<file path="config.mk">
export PLATFORM = sky130hd
export DESIGN_NAME = fifo_byte_reader_flat
export DESIGN_NICKNAME = d
export VERILOG_FILES = /design/src/rtl/fifo_byte_reader_if.sv /design/src/rtl/fifo_byte_reader.sv /design/src/flat_wrapper.sv
export SDC_FILE = /design/constraint.sdc
export NUM_CORES = 1
export LEC_CHECK = 0
export BUFFER_PORTS_ARGS = -buffer_cell sky130_fd_sc_hd__buf_2
export CELL_PAD_IN_SITES_DETAIL_PLACEMENT = 1
export CELL_PAD_IN_SITES_GLOBAL_PLACEMENT = 1
export CORE_MARGIN = 3
export CORE_UTILIZATION = 25
export DETAILED_ROUTE_END_ITERATION = 10
export PLACE_DENSITY_LB_ADDON = 0.1
export SETUP_SLACK_MARGIN = 0.05
export SKIP_LAST_GASP = 1
export SYNTH_ARGS = -nofsm -noshare
export SYNTH_HDL_FRONTEND = slang
export SYNTH_SLANG_ARGS = --single-unit
</file>
<file path="constraint.sdc">
create_clock -name clk_i -period 2.7 [get_ports clk_i]
set_input_delay 0.135 -clock clk_i [delete_from_list [all_inputs] [get_ports clk_i]]
set_output_delay 0.135 -clock clk_i [all_outputs]
set_load 0.005 [all_outputs]
</file>
<file path="src/rtl/fifo_byte_reader_if.sv">
// -----------------------------------------------------------------------------
// fifo_byte_reader_if
//   Bundles the FIFO read side and the SCSI byte side of fifo_byte_reader.
//   master : the environment (FIFO + SCSI engine) driving the reader
//   slave  : the fifo_byte_reader itself
// Signals
//   fifo_empty / fifo_data / fifo_rd : first-word fall-through FIFO pop port
//   bo_init / load                   : programmable starting byte offset
//   flush                            : abort / end-of-transfer discard
//   byte_req / byte_ack / byte_out   : 4-phase byte handshake
//   uurs / umrs / lmrs / llrs        : one-hot byte-lane read strobes
//   valid_bytes / busy               : status of the held longword
// -----------------------------------------------------------------------------
interface fifo_byte_reader_if #(
    parameter int DW = 32,
    parameter int BW = 8
);
    logic          fifo_empty;
    logic [DW-1:0] fifo_data;
    logic          fifo_rd;
    logic [1:0]    bo_init;
    logic          load;
    logic          flush;
    logic          byte_req;
    logic          byte_ack;
    logic [BW-1:0] byte_out;
    logic          uurs;
    logic          umrs;
    logic          lmrs;
    logic          llrs;
    logic [2:0]    valid_bytes;
    logic          busy;

    modport master (
        output fifo_empty, fifo_data, bo_init, load, flush, byte_req,
        input  fifo_rd, byte_ack, byte_out, uurs, umrs, lmrs, llrs,
               valid_bytes, busy
    );

    modport slave (
        input  fifo_empty, fifo_data, bo_init, load, flush, byte_req,
        output fifo_rd, byte_ack, byte_out, uurs, umrs, lmrs, llrs,
               valid_bytes, busy
    );
endinterface

</file>
<file path="src/rtl/fifo_byte_reader.sv">
// -----------------------------------------------------------------------------
// fifo_byte_reader
//   Pops 32-bit longwords from the SDMAC FIFO and serialises them onto the
//   8-bit SCSI side, one byte per 4-phase REQ/ACK handshake, big-endian lane
//   order (byte pointer 0 = bits 31:24). A starting byte offset can be loaded
//   for misaligned transfers; flush discards the held word.
// Ports
//   clk_i : system clock, rising edge
//   rst_i : synchronous active-high reset
//   bus   : fifo_byte_reader_if.slave (FIFO pop port, byte handshake,
//           lane strobes, valid byte count, busy)
// -----------------------------------------------------------------------------
module fifo_byte_reader (
    input  logic               clk_i,
    input  logic               rst_i,
    fifo_byte_reader_if.slave  bus
);
    localparam int DW = 32;
    localparam int BW = 8;

    typedef enum logic [1:0] {
        ST_EMPTY = 2'd0,
        ST_FULL  = 2'd1,
        ST_ACK   = 2'd2
    } state_t;

    state_t        state_q, state_d;
    logic [1:0]    ptr_q, ptr_d;
    logic [DW-1:0] word_q, word_d;
    logic [BW-1:0] byte_q, byte_d;
    logic          ack_q, ack_d;
    logic [3:0]    strb_q, strb_d;
    logic [2:0]    vb_q, vb_d;
    logic          busy_q, busy_d;
    logic          fetch_s;

    // Big-endian lane select: pointer 0 picks the most significant byte.
    function automatic logic [BW-1:0] lane_sel(input logic [DW-1:0] w, input logic [1:0] p);
        logic [BW-1:0] r;
        case (p)
            2'd0:    r = w[31:24];
            2'd1:    r = w[23:16];
            2'd2:    r = w[15:8];
            2'd3:    r = w[7:0];
            default: r = 8'h00;
        endcase
        return r;
    endfunction

    // One-hot {UU,UM,LM,LL} strobe for the lane under the pointer; silent when no word is held.
    function automatic logic [3:0] strobe_dec(input state_t s, input logic [1:0] p);
        logic [3:0] r;
        if (s == ST_EMPTY) begin
            r = 4'b0000;
        end else begin
            r = 4'b1000 >> p;
        end
        return r;
    endfunction

    // Bytes still to be delivered from the held word.
    function automatic logic [2:0] valid_cnt(input state_t s, input logic [1:0] p);
        logic [2:0] r;
        if (s == ST_EMPTY) begin
            r = 3'd0;
        end else begin
            r = 3'd4 - {1'b0, p};
        end
        return r;
    endfunction

    // Pop is combinational so the FIFO advances on the same edge the word is captured;
    // gated by reset so a word is never popped without being held.
    assign fetch_s = (state_q == ST_EMPTY) && !bus.fifo_empty && !bus.flush && !rst_i;

    // Next-state and next-output computation.
    always_comb begin
        state_d = state_q;
        ptr_d   = ptr_q;
        word_d  = word_q;
        byte_d  = byte_q;
        ack_d   = ack_q;
        if (bus.flush) begin
            state_d = ST_EMPTY;
            ptr_d   = 2'd0;
            ack_d   = 1'b0;
        end else begin
            // A new offset is only accepted while no byte is in flight.
            if (bus.load && (state_q != ST_ACK)) begin
                ptr_d = bus.bo_init;
            end else begin
                ptr_d = ptr_q;
            end
            case (state_q)
                ST_EMPTY: begin
                    if (fetch_s) begin
                        word_d  = bus.fifo_data;
                        state_d = ST_FULL;
                    end else begin
                        state_d = ST_EMPTY;
                    end
                end
                ST_FULL: begin
                    // A load cycle takes precedence; a still-high REQ is served next cycle.
                    if (bus.byte_req && !bus.load) begin
                        byte_d  = lane_sel(word_q, ptr_q);
                        ack_d   = 1'b1;
                        state_d = ST_ACK;
                    end else begin
                        state_d = ST_FULL;
                    end
                end
                ST_ACK: begin
                    if (!bus.byte_req) begin
                        ack_d   = 1'b0;
                        ptr_d   = ptr_q + 2'd1;
                        state_d = (ptr_q == 2'd3) ? ST_EMPTY : ST_FULL;
                    end else begin
                        state_d = ST_ACK;
                    end
                end
                default: begin
                    state_d = ST_EMPTY;
                    ptr_d   = 2'd0;
                    ack_d   = 1'b0;
                end
            endcase
        end
        strb_d = strobe_dec(state_d, ptr_d);
        vb_d   = valid_cnt(state_d, ptr_d);
        busy_d = (state_d != ST_EMPTY);
    end

    // State and registered outputs, synchronous reset.
    always_ff @(posedge clk_i) begin
        if (rst_i) begin
            state_q <= ST_EMPTY;
            ptr_q   <= 2'd0;
            word_q  <= 32'd0;
            byte_q  <= 8'd0;
            ack_q   <= 1'b0;
            strb_q  <= 4'd0;
            vb_q    <= 3'd0;
            busy_q  <= 1'b0;
        end else begin
            state_q <= state_d;
            ptr_q   <= ptr_d;
            word_q  <= word_d;
            byte_q  <= byte_d;
            ack_q   <= ack_d;
            strb_q  <= strb_d;
            vb_q    <= vb_d;
            busy_q  <= busy_d;
        end
    end

    assign bus.fifo_rd     = fetch_s;
    assign bus.byte_ack    = ack_q;
    assign bus.byte_out    = byte_q;
    assign bus.uurs        = strb_q[3];
    assign bus.umrs        = strb_q[2];
    assign bus.lmrs        = strb_q[1];
    assign bus.llrs        = strb_q[0];
    assign bus.valid_bytes = vb_q;
    assign bus.busy        = busy_q;
endmodule

</file>
<file path="src/flat_wrapper.sv">
// flat-port wrapper written by rule: the top's interface ports become plain ports
module fifo_byte_reader_flat 
  (clk_i, rst_i, bus_fifo_empty, bus_fifo_data, bus_bo_init, bus_load, bus_flush, bus_byte_req, bus_fifo_rd, bus_byte_ack, bus_byte_out, bus_uurs, bus_umrs, bus_lmrs, bus_llrs, bus_valid_bytes, bus_busy);
  fifo_byte_reader_if bus_i ();
  input  logic clk_i;
  input  logic rst_i;
  input wire logic [$bits(bus_i.fifo_empty)-1:0] bus_fifo_empty;
  input wire logic [$bits(bus_i.fifo_data)-1:0] bus_fifo_data;
  input wire logic [$bits(bus_i.bo_init)-1:0] bus_bo_init;
  input wire logic [$bits(bus_i.load)-1:0] bus_load;
  input wire logic [$bits(bus_i.flush)-1:0] bus_flush;
  input wire logic [$bits(bus_i.byte_req)-1:0] bus_byte_req;
  output wire logic [$bits(bus_i.fifo_rd)-1:0] bus_fifo_rd;
  output wire logic [$bits(bus_i.byte_ack)-1:0] bus_byte_ack;
  output wire logic [$bits(bus_i.byte_out)-1:0] bus_byte_out;
  output wire logic [$bits(bus_i.uurs)-1:0] bus_uurs;
  output wire logic [$bits(bus_i.umrs)-1:0] bus_umrs;
  output wire logic [$bits(bus_i.lmrs)-1:0] bus_lmrs;
  output wire logic [$bits(bus_i.llrs)-1:0] bus_llrs;
  output wire logic [$bits(bus_i.valid_bytes)-1:0] bus_valid_bytes;
  output wire logic [$bits(bus_i.busy)-1:0] bus_busy;
  assign bus_i.fifo_empty = bus_fifo_empty;
  assign bus_i.fifo_data = bus_fifo_data;
  assign bus_i.bo_init = bus_bo_init;
  assign bus_i.load = bus_load;
  assign bus_i.flush = bus_flush;
  assign bus_i.byte_req = bus_byte_req;
  assign bus_fifo_rd = bus_i.fifo_rd;
  assign bus_byte_ack = bus_i.byte_ack;
  assign bus_byte_out = bus_i.byte_out;
  assign bus_uurs = bus_i.uurs;
  assign bus_umrs = bus_i.umrs;
  assign bus_lmrs = bus_i.lmrs;
  assign bus_llrs = bus_i.llrs;
  assign bus_valid_bytes = bus_i.valid_bytes;
  assign bus_busy = bus_i.busy;
  fifo_byte_reader u_core (.clk_i(clk_i), .rst_i(rst_i), .bus(bus_i));
endmodule
</file>
Word level (Yosys, flattened, before mapping)
Index checks and enable logic that the tools add are counted.
{"block": "totals", "reg_bits": 53, "latchBits": 0, "ram_bits": 0, "romBits": 0, "output_inout_bits": 18, "n_memories": 0}
{"block": "classes", "addsub": 2, "multipliers": 0, "n_div": 0, "n_lt_le_gt_ge": 0, "eq_ne": 8, "shift": 1, "n_mux": 14, "n_bitwise": 2, "n_reduce_logical": 19}
{"operator": "$pmux W8 S4", "count": 1}
{"operator": "$mux W2", "count": 6}
{"operator": "$reduce_and A3 Y1", "count": 3}
{"operator": "$eq A2 B2 Y1 const B", "count": 3}
{"operator": "$logic_not A2 Y1", "count": 3}
{"operator": "$pmux W2 S3", "count": 1}
{"operator": "$reduce_or A2 Y1", "count": 3}
{"operator": "$logic_and A1 B1 Y1", "count": 5}
{"operator": "$eq A2 B1 Y1 const B", "count": 2}
{"operator": "$logic_not A1 Y1", "count": 4}
{"operator": "$mux W1", "count": 4}
{"operator": "$ne A2 B2 Y1 const B", "count": 2}
{"operator": "$pmux W2 S2", "count": 1}
{"operator": "$shr A4 B2 Y4 const A", "count": 1}
{"operator": "$pmux W1 S3", "count": 1}
{"operator": "$sub A3 B2 Y3 const A", "count": 1}
{"operator": "$add A2 B1 Y2 const B", "count": 1}
{"operator": "$ne A2 B1 Y1 const B", "count": 1}
{"operator": "$not A1 Y1", "count": 2}
{"operator": "$reduce_bool A2 Y1", "count": 1}

Logic depth before layout (Yosys ltp)
{"block": "depth", "depth_word": 9, "ltp_mapped": 7, "depth_no_buf": 6}

Worst setup path before layout
OpenSTA, ideal clock, no wires.
{"block": "synth_path", "kind": "reg2reg", "start": "reg u_core.state_q[1]", "end": "reg u_core.vb_q[1] (netlist: u_core.bus.valid_bytes[1])", "setup_ps": 115, "arrival_ps": 1558, "required_time_ps": 2585, "setup_slack_ps": 1027, "stages_incl_launch_ff": 8, "cell_sequence": "dfxtp_1 -> buf_2 -> nand3b_1 -> o311ai_1 -> a31oi_1 -> or2_1 -> ha_1 -> and2_1"}
{"block": "synth_via", "elab_chain_len": 9}
{"element": "from (decl)", "line": "fifo_byte_reader.sv:27", "text": "state_t state_q, state_d;"}
{"element": "from (signal assigned)", "line": "fifo_byte_reader.sv:146", "text": "state_q <= state_d;"}
{"element": "branches (longest 9 deep; another with $sub A3 B2 Y3)"}
{"element": "to (signal assigned)", "line": "fifo_byte_reader.sv:152", "text": "vb_q <= vb_d;"}
{"element": "to (decl)", "line": "fifo_byte_reader.sv:33", "text": "logic [2:0] vb_q, vb_d;"}
Parallel ways; which one is timed is not known.
A chain may end at the register's enable or synchronous reset.

Worst setup path in the final report
Same ends and word-level chain as after synthesis.

==> run metrics <==
post-synth top area share=46.4%; worst setup skew after layout=0.0101 ns; critical-path maximum fanout=13; top_reg_cell synth=dfxtp_1; CP required=2.91 ns; status=finished, final reports clean; I/O pin cnt=between 50 and 60; ANT nets after route=0; Seq cells post-synth=53; final-report setup violation count=0; setup tns final=0 ns; placeable core area=between 0.008 and 0.009 mm^2; DRC=0; Rows=34; share of flip-flops with an asynchronous set or reset=0%; Ys Warns=0; R2R depth=5; initial antenna violation count=0; Syn Nets=314; Synth Cell Area=0.00229 mm^2; antenna cells=0; DR vias/cell=4.44; post-synthesis area per instance=8.51 um^2; Netlist cell types=36; CTS max path bufs=2; via count=1888; VDD IR max=0.000212 V; Layout area overhead=20.2%; crit path capture type=flop; hold path depth=3; H-tree Lvls=2; Overflow after GRT=0; Die Width=102 um; PwrDens=526 mW/mm^2; drt pass-1 iters=4; startpoint types=flop; fin crit share=71.0%; Max Fclk=522 MHz; Post-synth EDFFs=0; fin util=between 30% and 40%; Synth area leaders=dfxtp_1, nand2b_1, nand2_1; CTS buffer count=5; CTS tree=built; Slew headroom=approximately 56%; max_cap viols=0; crit path time final=about 1.9 ns; clk_lat worst skew=0.31 ns; top post-synthesis cells by count=dfxtp_1, nand2_1, nand2b_1; PostCTS Resize Cnt=0; DP HPWL=4.25 mm; register area share after synthesis=a little under half; # clock sinks=53; final hold vios=0; Die Ht=102 um; Worst-path clk slew=0.11 ns; post-synth top area cell=dfxtp_1; die footprint=0.0103 mm^2; CTS root buf=clkbuf_8; vias in the first global route=around 2000; total detailed-routing wirelength=roughly 6 mm; leakage=1.09 nW; number of buffers added on ports=57; drt wl/cell=approximately 14 um; DP Worst Slack=0.776 ns; layout cells sized above 1=22.1%; Final WS setup=0.784 ns; hold slack=0.0132 ns; Least-Margin Pin Slew=0.654 ns; final net count=361; Total GRT Usage=12.5%; RSZ-0062 raised after global routing=no; Pwr Total=around 0.0014 W; setup bufs post-CTS=0; GP Congestion=0.738; worst min path class=in2reg; max-slew violation count=0; post-synthesis cell count=approximately 270; CTS Hold Bufs=1; Arr. time, crit path=2.13 ns; first-pass GRT wire length=10.1 mm; Starting Density=26.0%; largest net degree at the start of global routing=66; fill cell instance count of the final layout=1063; most frequent cell after synthesis=dfxtp_1; 1st-iter DRT viols=64; WS Path Type=reg2reg
==> through the flow <==
stage | std cells | instance area [um^2]
5_1_grt | 425 | 2750
2_1_floorplan | 269 | 2290
4_1_cts | 425 | 2750
3_5_place_dp | 416 | 2650
3_3_place_gp | 416 | 2650
6_report | 425 | 2750
==> worst max-delay path: stages (launching register included) <==
cell and delay, ns:
dfxtp_1 0.64, nand2b_1 0.17, o22a_1 0.29, or2_2 0.30, ha_1 0.29, and2_1 0.13
==> area by class of cell <==
class / instances / area, um^2 / area share [%]
Sequential cell: 53 / 1060 / 38.6
Clock inverter: 3 / 25.0 / 0.910
Clock buffer: 5 / 68.8 / 2.50
Multi-Input combinational cell: 191 / 1120 / 40.8
Timing Repair Buffer: 59 / 315 / 11.5
Tap cell: 108 / 135 / 4.91
Inverter: 6 / 22.5 / 0.819
==> placed cells by master, fill, tap and decap left out, drive strengths merged <==
| master | Yosys | final |
|---|---|---|
| a211o | 8 | 8 |
| clkinv | 0 | 1 |
| nor2 | 8 | 8 |
| nand4b | 1 | 1 |
| clkbuf | 8 | 5 |
| nor4 | 1 | 1 |
| o211a | 1 | 1 |
| inv | 6 | 7 |
| and2 | 2 | 2 |
| a31oi | 1 | 1 |
| dfxtp | 53 | 53 |
| o311ai | 1 | 1 |
| o21ai | 35 | 35 |
| or2 | 3 | 3 |
| dlygate4sd3 | 0 | 1 |
| xor2 | 1 | 1 |
| o21a | 1 | 1 |
| a22oi | 9 | 9 |
| a21oi | 17 | 17 |
| nand2 | 41 | 41 |
| nor3 | 4 | 4 |
| nand2b | 34 | 34 |
| o2111ai | 1 | 1 |
| clkinvlp | 0 | 1 |
| a2bb2oi | 1 | 1 |
| nor2b | 9 | 9 |
| buf | 11 | 58 |
| o22a | 1 | 1 |
| nor3b | 1 | 1 |
| nand3b | 3 | 3 |
| nand3 | 1 | 1 |
| mux2i | 1 | 1 |
| ha | 5 | 5 |
==> state kept, by name, summed over array words and instances, names as in the netlist <==
register,flops
u_core.bus.byte_ack,1
u_core.bus.valid_bytes,3
u_core.ptr_q,2
u_core.strb_q,4
u_core.word_q,32
u_core.bus.byte_out,8
u_core.bus.busy,1
u_core.state_q,2
==> worst paths after layout <==
path	start	slack, ns	to
setup / recovery	u_core.state_q[1]	0.78	u_core.bus.valid_bytes[1]
hold / removal	bus_fifo_data[12]	0.01	u_core.word_q[12]
setup reg to reg	u_core.state_q[1]	0.78	u_core.bus.valid_bytes[1]
hold reg to reg	u_core.bus.byte_out[7]	0.47	u_core.bus.byte_out[7]
==> report_power, final <==
part	total, W	internal (W)	leakage, nW	switching, W
logic	0.000144	0.0000668	0.614	0.0000767
clock network	0.000470	0.000188	0.0447	0.000282
registers	0.000833	0.000813	0.432	0.0000193
==> routing by layer <==
layer  track usage [%]  wire length [um]
met3              3.03               247
met1              18.3              3230
met2              18.4              2520
met5                 0                 0
met4              3.07                53
==> cells by family after synthesis <==
kind of cell	count (synthesis)	share of synthesized area [%]
compound gates	76	20.0
xor+xnor	1	0.383
fa+ha+maj	5	2.73
buf+inv	25	4.98
flops	53	46.4
mux	1	0.437
simple gates	108	25.1
Note: power is estimated with default switching activity, not from simulation.
